**config.mk**
```make
export PLATFORM = sky130hd
export DESIGN_NAME = multi_clk_divider
export DESIGN_NICKNAME = d
export VERILOG_FILES = /design/src/rtl/multi_clk_divider.sv
export SDC_FILE = /design/constraint.sdc
export NUM_CORES = 1
export LEC_CHECK = 0
export CORE_MARGIN = 8
export CORE_UTILIZATION = 38
export CTS_CLUSTER_DIAMETER = 150
export CTS_CLUSTER_SIZE = 10
export DETAILED_ROUTE_END_ITERATION = 10
export GPL_ROUTABILITY_DRIVEN = 0
export RECOVER_POWER = 50
export SETUP_SLACK_MARGIN = 0.05
export SLEW_MARGIN = 40
export SYNTH_ARGS = -nofsm -noshare
export SYNTH_HDL_FRONTEND = slang
export SYNTH_SLANG_ARGS = --single-unit
export TNS_END_PERCENT = 20
```
**constraint.sdc**
```tcl
create_clock -name clk -period 5.75 [get_ports clk]
set_clock_uncertainty 0.15 [all_clocks]
set_input_delay 1.15 -clock clk [delete_from_list [all_inputs] [get_ports clk]]
set_output_delay 1.15 -clock clk [all_outputs]
set_load 0.01 [all_outputs]
```
**src/rtl/multi_clk_divider.sv**
```systemverilog
// Multi-channel programmable clock divider. Each channel produces a registered
// 50% duty divided clock plus a one-cycle tick on every rising edge. Half-periods
// are double-buffered: a new value is held in a shadow register and takes effect
// only at a terminal count or while the channel is stopped.
module multi_clk_divider #(
  parameter int unsigned NUM_CH      = 2,
  parameter int unsigned CNT_W       = 22,
  parameter int unsigned DEFAULT_DIV = 1_250_000
) (
  input  logic              clk,
  input  logic              rst_n,
  input  logic              div_wr,
  input  logic [2:0]        div_ch,
  input  logic [CNT_W-1:0]  div_val,
  input  logic [NUM_CH-1:0] en,
  output logic [NUM_CH-1:0] clk_out,
  output logic [NUM_CH-1:0] tick,
  output logic [NUM_CH-1:0] running
);

  typedef enum logic {StStopped = 1'b0, StRun = 1'b1} state_e;

  localparam logic [CNT_W-1:0] DefDiv = CNT_W'(DEFAULT_DIV);

  for (genvar g = 0; g < NUM_CH; g++) begin : g_ch
    state_e           state_q, state_d;
    logic [CNT_W-1:0] cnt_q, cnt_d;
    logic [CNT_W-1:0] shadow_q, shadow_d;
    logic [CNT_W-1:0] active_q, active_d;
    logic [CNT_W-1:0] half;
    logic             clk_q, clk_d;
    logic             tick_q, tick_d;
    logic             wr_hit;
    logic             tc;

    // div_ch values at or above NUM_CH never match any channel, so they are dropped.
    assign wr_hit = div_wr && (div_ch == 3'(g));
    // A programmed half-period of 0 behaves as 1.
    assign half   = (active_q == '0) ? CNT_W'(1) : active_q;
    assign tc     = (state_q == StRun) && (cnt_q == half - CNT_W'(1));

    // State and datapath registers.
    always_ff @(posedge clk or negedge rst_n) begin
      if (!rst_n) begin
        state_q  <= StStopped;
        cnt_q    <= '0;
        shadow_q <= DefDiv;
        active_q <= DefDiv;
        clk_q    <= 1'b0;
        tick_q   <= 1'b0;
      end else begin
        state_q  <= state_d;
        cnt_q    <= cnt_d;
        shadow_q <= shadow_d;
        active_q <= active_d;
        clk_q    <= clk_d;
        tick_q   <= tick_d;
      end
    end

    // Next state: a stop request waits for the high phase to finish at TC.
    always_comb begin
      state_d = state_q;
      case (state_q)
        StStopped: if (en[g]) state_d = StRun;
        StRun:     if (!en[g] && (!clk_q || tc)) state_d = StStopped;
        default:   state_d = StStopped;
      endcase
    end

    // Datapath next values: counter, toggle, tick and divisor buffering.
    always_comb begin
      cnt_d    = cnt_q;
      clk_d    = clk_q;
      tick_d   = 1'b0;
      shadow_d = wr_hit ? div_val : shadow_q;
      active_d = active_q;
      // shadow_d already carries a same-cycle write, giving the write bypass.
      if ((state_q == StStopped) || tc) active_d = shadow_d;
      case (state_q)
        StStopped: begin
          cnt_d = '0;
          clk_d = 1'b0;
        end
        StRun: begin
          if (!en[g] && !clk_q) begin
            cnt_d = '0;
          end else if (tc) begin
            cnt_d  = '0;
            clk_d  = ~clk_q;
            tick_d = ~clk_q;
          end else begin
            cnt_d = cnt_q + CNT_W'(1);
          end
        end
        default: begin
          cnt_d = '0;
          clk_d = 1'b0;
        end
      endcase
    end

    assign clk_out[g] = clk_q;
    assign tick[g]    = tick_q;
    assign running[g] = (state_q == StRun);
  end

endmodule
```
## Word-level counts from Yosys, hierarchy flattened

Cells that the tools add are included.

- Register bits: 138
- Logic and storage cells: 76

- $add $sub $neg: 4
- Eq/ne operators: 7
- Muxes and demuxes: 28
- Bitwise gates (word level): 4
- Reduce and logical (&&, ||, !) cells: 21

Operators by type and width:

| kind | count |
|---|---|
| 22-bit 2-to-1 mux | 8 |
| 22-bit one-hot mux with 2 select lines | 2 |
| 22-bit by 1-bit adder with 22-bit output, second input constant | 2 |
| 22-bit == test | 2 |
| 22-bit zero test | 2 |
| 22-bit by 1-bit subtractor with 22-bit output, second input constant | 2 |
| 1-bit 2-to-1 mux | 14 |
| 1-bit logical AND | 8 |
| 1-bit one-hot mux with 2 select lines | 4 |
| 1-bit zero test | 4 |
| 1-bit logical OR | 4 |
| 2-bit by 1-bit != test with 1-bit output, second input constant | 2 |
| 2-bit != test, second input constant | 2 |
| 1-bit NOT | 4 |
| 2-bit AND reduction | 2 |
| 3-bit by 1-bit == test with 1-bit output, second input constant | 1 |
| 3-bit zero test | 1 |

## Depth between registers and ports, before layout

- Depth after elaboration: 9
- Depth in mapped cells: 14
- Mapped depth without buffers: 12

## Least setup slack after synthesis

Ideal clock, no wire load.

- Path kind: reg-to-reg
- From: register g_ch[1].active_q[9]
- To: register g_ch[1].active_q[10]
- Library setup time: 0.125 ns
- Arrival: 3.861 ns
- Slack: 1.615 ns
- Cell stages (with the launch flop): 15
- Path buffers: 2
- Period minus slack after synthesis: 4.135 ns
- Path through: dfstp_2 > clkbuf_1 > nor3_1 > and4_1 > a41oi_1 > ha_1 > nor3b_1 > nand4_1 > or4_1 > o41a_1 > nand2_1 > nand4b_1 > o21ai_2 > buf_4 > mux2_2

- Cells in the longest elaborated chain, start to end: 6

RTL lines:

| element | line | text |
|---|---|---|
| start: declaration | 29 | `logic [CNT_W-1:0] active_q, active_d;` |
| start signal: assignment | 48 | `active_q <= DefDiv;` |
| start signal: assignment | 55 | `active_q <= active_d;` |
| 22-bit zero test | 39 | `assign half = (active_q == '0) ? CNT_W'(1) : active_q;` |
| 22-bit 2-to-1 mux (*) | 39 |  |
| 22-bit by 1-bit subtractor with 22-bit output (*) | 40 | `assign tc = (state_q == StRun) && (cnt_q == half - CNT_W'(1));` |
| 22-bit == test (*) | 40 |  |
| 1-bit logical AND (*) | 40 |  |
| 1-bit logical OR (*) | 79 | `if ((state_q == StStopped) \|\| tc) active_d = shadow_d;` |

Every way passes the cells marked *; elsewhere a longest branch is shown, timed or not.
A chain may end at the register's enable or synchronous reset.

## Worst setup path after layout

- From: register g_ch[1].active_q[9]
- To: register g_ch[1].active_q[14]

The elaborated chain is that of the path after synthesis.

==> out/qor.csv <==
metric,value,unit
status,"complete, but fails checks",
violations,"max-capacitance violations, max-slew violations",
ctsRootBufferMaster,clkbuf_16,
vias,5618,
yosysTopAreaCellShare,33.9,%
port_buffers,35,
drc,0,
cts_buffers,17,
max_freq,214,MHz
start_kind,flip-flop,
yosysSeqAreaShare,44.7,%
antenna_found_initial,0,
power.leakage,3.49,nW
cts-hold-fix-buffers,0,
ys_top_cells_by_area,"dfrtp_1, dfstp_2, mux2_2",
timing.rr.start,g_ch[1].active_q[9],
ys_ff_latch,138,
post_cts_buffers,0,
hold_path_depth,1,
h-tree-depth,4,
synth_area_leader_cell,dfrtp_1,
fin_nets,766,
rsz0062_at_grt,no,
post-route-util,44.4,%
dpl.hpwl,13300,µm
synth.distinct_cells,77,
instances_no_fill,1015,
core_area,20200,µm²
hp-class,reg -> reg,
finalCritPeriodShare,81.2,%
ios,36,
die_area,25400,µm²
syn_inst,708,
crit_fanout,13,
worstRegToRegCells,13,
final_area,8980,µm²
cts_resized,0,
synth-edff-count,0,
hold_slack,0.341,ns
synth_common_cells,"dfrtp_1, mux2_2, xnor2_1, nor3_1, xor2_1",
fin_tns_setup,0,ns
wl,18400,µm
overflow,0,
endpoint_kind,flip-flop,
drtIter0Drc,361,
gr-usage-met2,24.6,%
finalHoldViolCount,0,
n_antenna_cell,0,
grt_max_degree,101,
drv_cap,2,
grt_usage,14.9,%
syn_to_final_growth,14.9,%
initial_core_util,38.6,%
busiest_layer,met2,
die_width,159,µm
synth_nets,742,
required,5.91,ns
synthFlopType,dfrtp_1,
avgRoutedWirePerCell,18.1,µm
num_rows,52,
cts.path.max_buffers,2,
p_per_area,352,nW/µm²
final_max_slew_viol_count,119,
async_flop_share,100,%
vdd_drop_max,192,µV
cts.sinks,138,
grt_pass1_wl,30900,µm
met3_usage,3.75,%
min_period,4.67,ns
fp.dieH,159,µm
dr.pass1.iters,5,
drive_above_1_share,23.4,%
via_per_inst,5.53,
r2r_slack,1.08,ns
arrival,4.83,ns
relSlewSlack,-36.3,%
worstSkewPairLatency,0.43,ns
placed_cell_area,8390,µm²
synth_most_common_cell,dfrtp_1,
clkTransAtPathRegs,0.06,ns
hold_end,g_ch[1].shadow_q[5],
dp_cells,982,
avgSynthCellArea,11.0,µm²
syn-cell-area,7820,µm²
critPathKind,reg -> reg,
antenna_left,0,
tightest_slew,2.04,ns
first_global_vias,5965,
setup_violations,0,
tritoncts,built,
min-delay-start,g_ch[1].shadow_q[5],
met1_usage,18.1,%
yosysWarnings,0,
reg2reg_to,g_ch[1].active_q[14],
==> worst max-delay path, stage by stage (launching register included) <==
cell and delay [ns]:
dfstp_2 0.62, nor3_1 0.15, and4_1 0.25, a41oi_1 0.22
ha_1 0.21, nor3b_2 0.45, nand4_1 0.26, o21a_1 0.25
o41a_1 0.40, nand2_1 0.13, nand4b_1 0.17, o21ai_2 0.60
buf_4 0.33, mux2_2 0.35
==> cell families after synthesis <==
group / Yosys count / share of synthesized area [%]
XOR/XNOR: 81 / 9.07
adder cells (fa/ha/maj): 4 / 0.640
AO/OA/AOI/OAI: 77 / 7.62
multiplexers: 95 / 14.4
buffers and inverters: 53 / 3.44
AND/OR/NAND/NOR: 260 / 20.1
flip-flops: 138 / 44.7
==> placed cells by master, fill, tap and decap left out, types with 4 or more instances in the layout <==
cell type,Yosys,layout
inv_1,13,13
o21ai_0,13,12
nand3b_1,5,5
mux2i_1,6,6
clkinvlp_4,0,4
nor2_1,36,36
a21o_1,5,5
nor4_1,8,7
clkdlybuf4s50_1,0,34
nand4_1,19,19
dfrtp_1,106,106
and4_1,6,6
and2_1,5,5
and3_1,13,13
nor4b_1,5,4
clkbuf_16,0,17
nand2b_1,6,6
ha_1,4,4
buf_4,10,6
nor2b_1,8,8
dfstp_2,32,32
a31oi_1,5,5
clkbuf_1,24,6
nand2_1,28,28
or4_1,5,5
mux2_2,66,64
nor3b_1,25,24
mux2_1,6,8
xor2_1,39,39
xnor2_1,42,42
a21oi_1,8,8
nor3_1,39,39
mux2_4,17,17
nand3_1,28,28
==> final cells by class <==
type / count / area [µm²]
fillers: 1848 / 11200
multi-input cells: 517 / 4090
flip-flops and latches: 138 / 3490
clock buffers: 20 / 437
repair buffers: 45 / 417
well taps: 270 / 338
clock inverters: 12 / 164
inverters: 13 / 48.8
==> power breakdown <==
group	total, mW	internal, mW	switching (mW)	leakage (nW)
Sequential	1.35	1.17	0.188	1.70
Clock	1.12	0.687	0.435	0.278
Combinational	0.684	0.337	0.346	1.51
Total	3.16	2.19	0.970	3.49
==> layer usage <==
layer	up-vias	routed length, µm
li1	2633	-
met1	2788	8140
met2	147	8960
met3	50	713
met4	0	587
met5	-	0
==> per-stage QoR <==
stage          total power [mW]  setup slack (ns)
6_report                   3.16              1.08
5_1_grt                    3.33             0.724
3_5_place_dp               2.04             0.792
3_3_place_gp               2.01             0.923
2_1_floorplan              1.84              1.61
4_1_cts                    3.18             0.763
==> worst max path at each step <==
| stage | startpoint | end | depth (start not counted) |
|---|---|---|---|
| after detailed placement | g_ch[1].active_q[9] | g_ch[1].active_q[14] | 13 |
| after CTS | g_ch[1].active_q[9] | g_ch[1].active_q[18] | 13 |
| after global routing | g_ch[1].active_q[9] | g_ch[1].active_q[18] | 13 |
| after floorplan | g_ch[1].active_q[9] | g_ch[1].active_q[10] | 14 |
| final | g_ch[1].active_q[9] | g_ch[1].active_q[14] | 13 |
| after global placement | g_ch[1].active_q[9] | g_ch[1].active_q[18] | 13 |
==> sequential cells by signal (all words and copies together) (netlist names) <==
register,flops
g_ch.cnt_q,44
g_ch.state_q,2
g_ch.clk_q,2
g_ch.active_q,44
g_ch.tick_q,2
g_ch.shadow_q,44
Power figures use the tool's default switching activity.
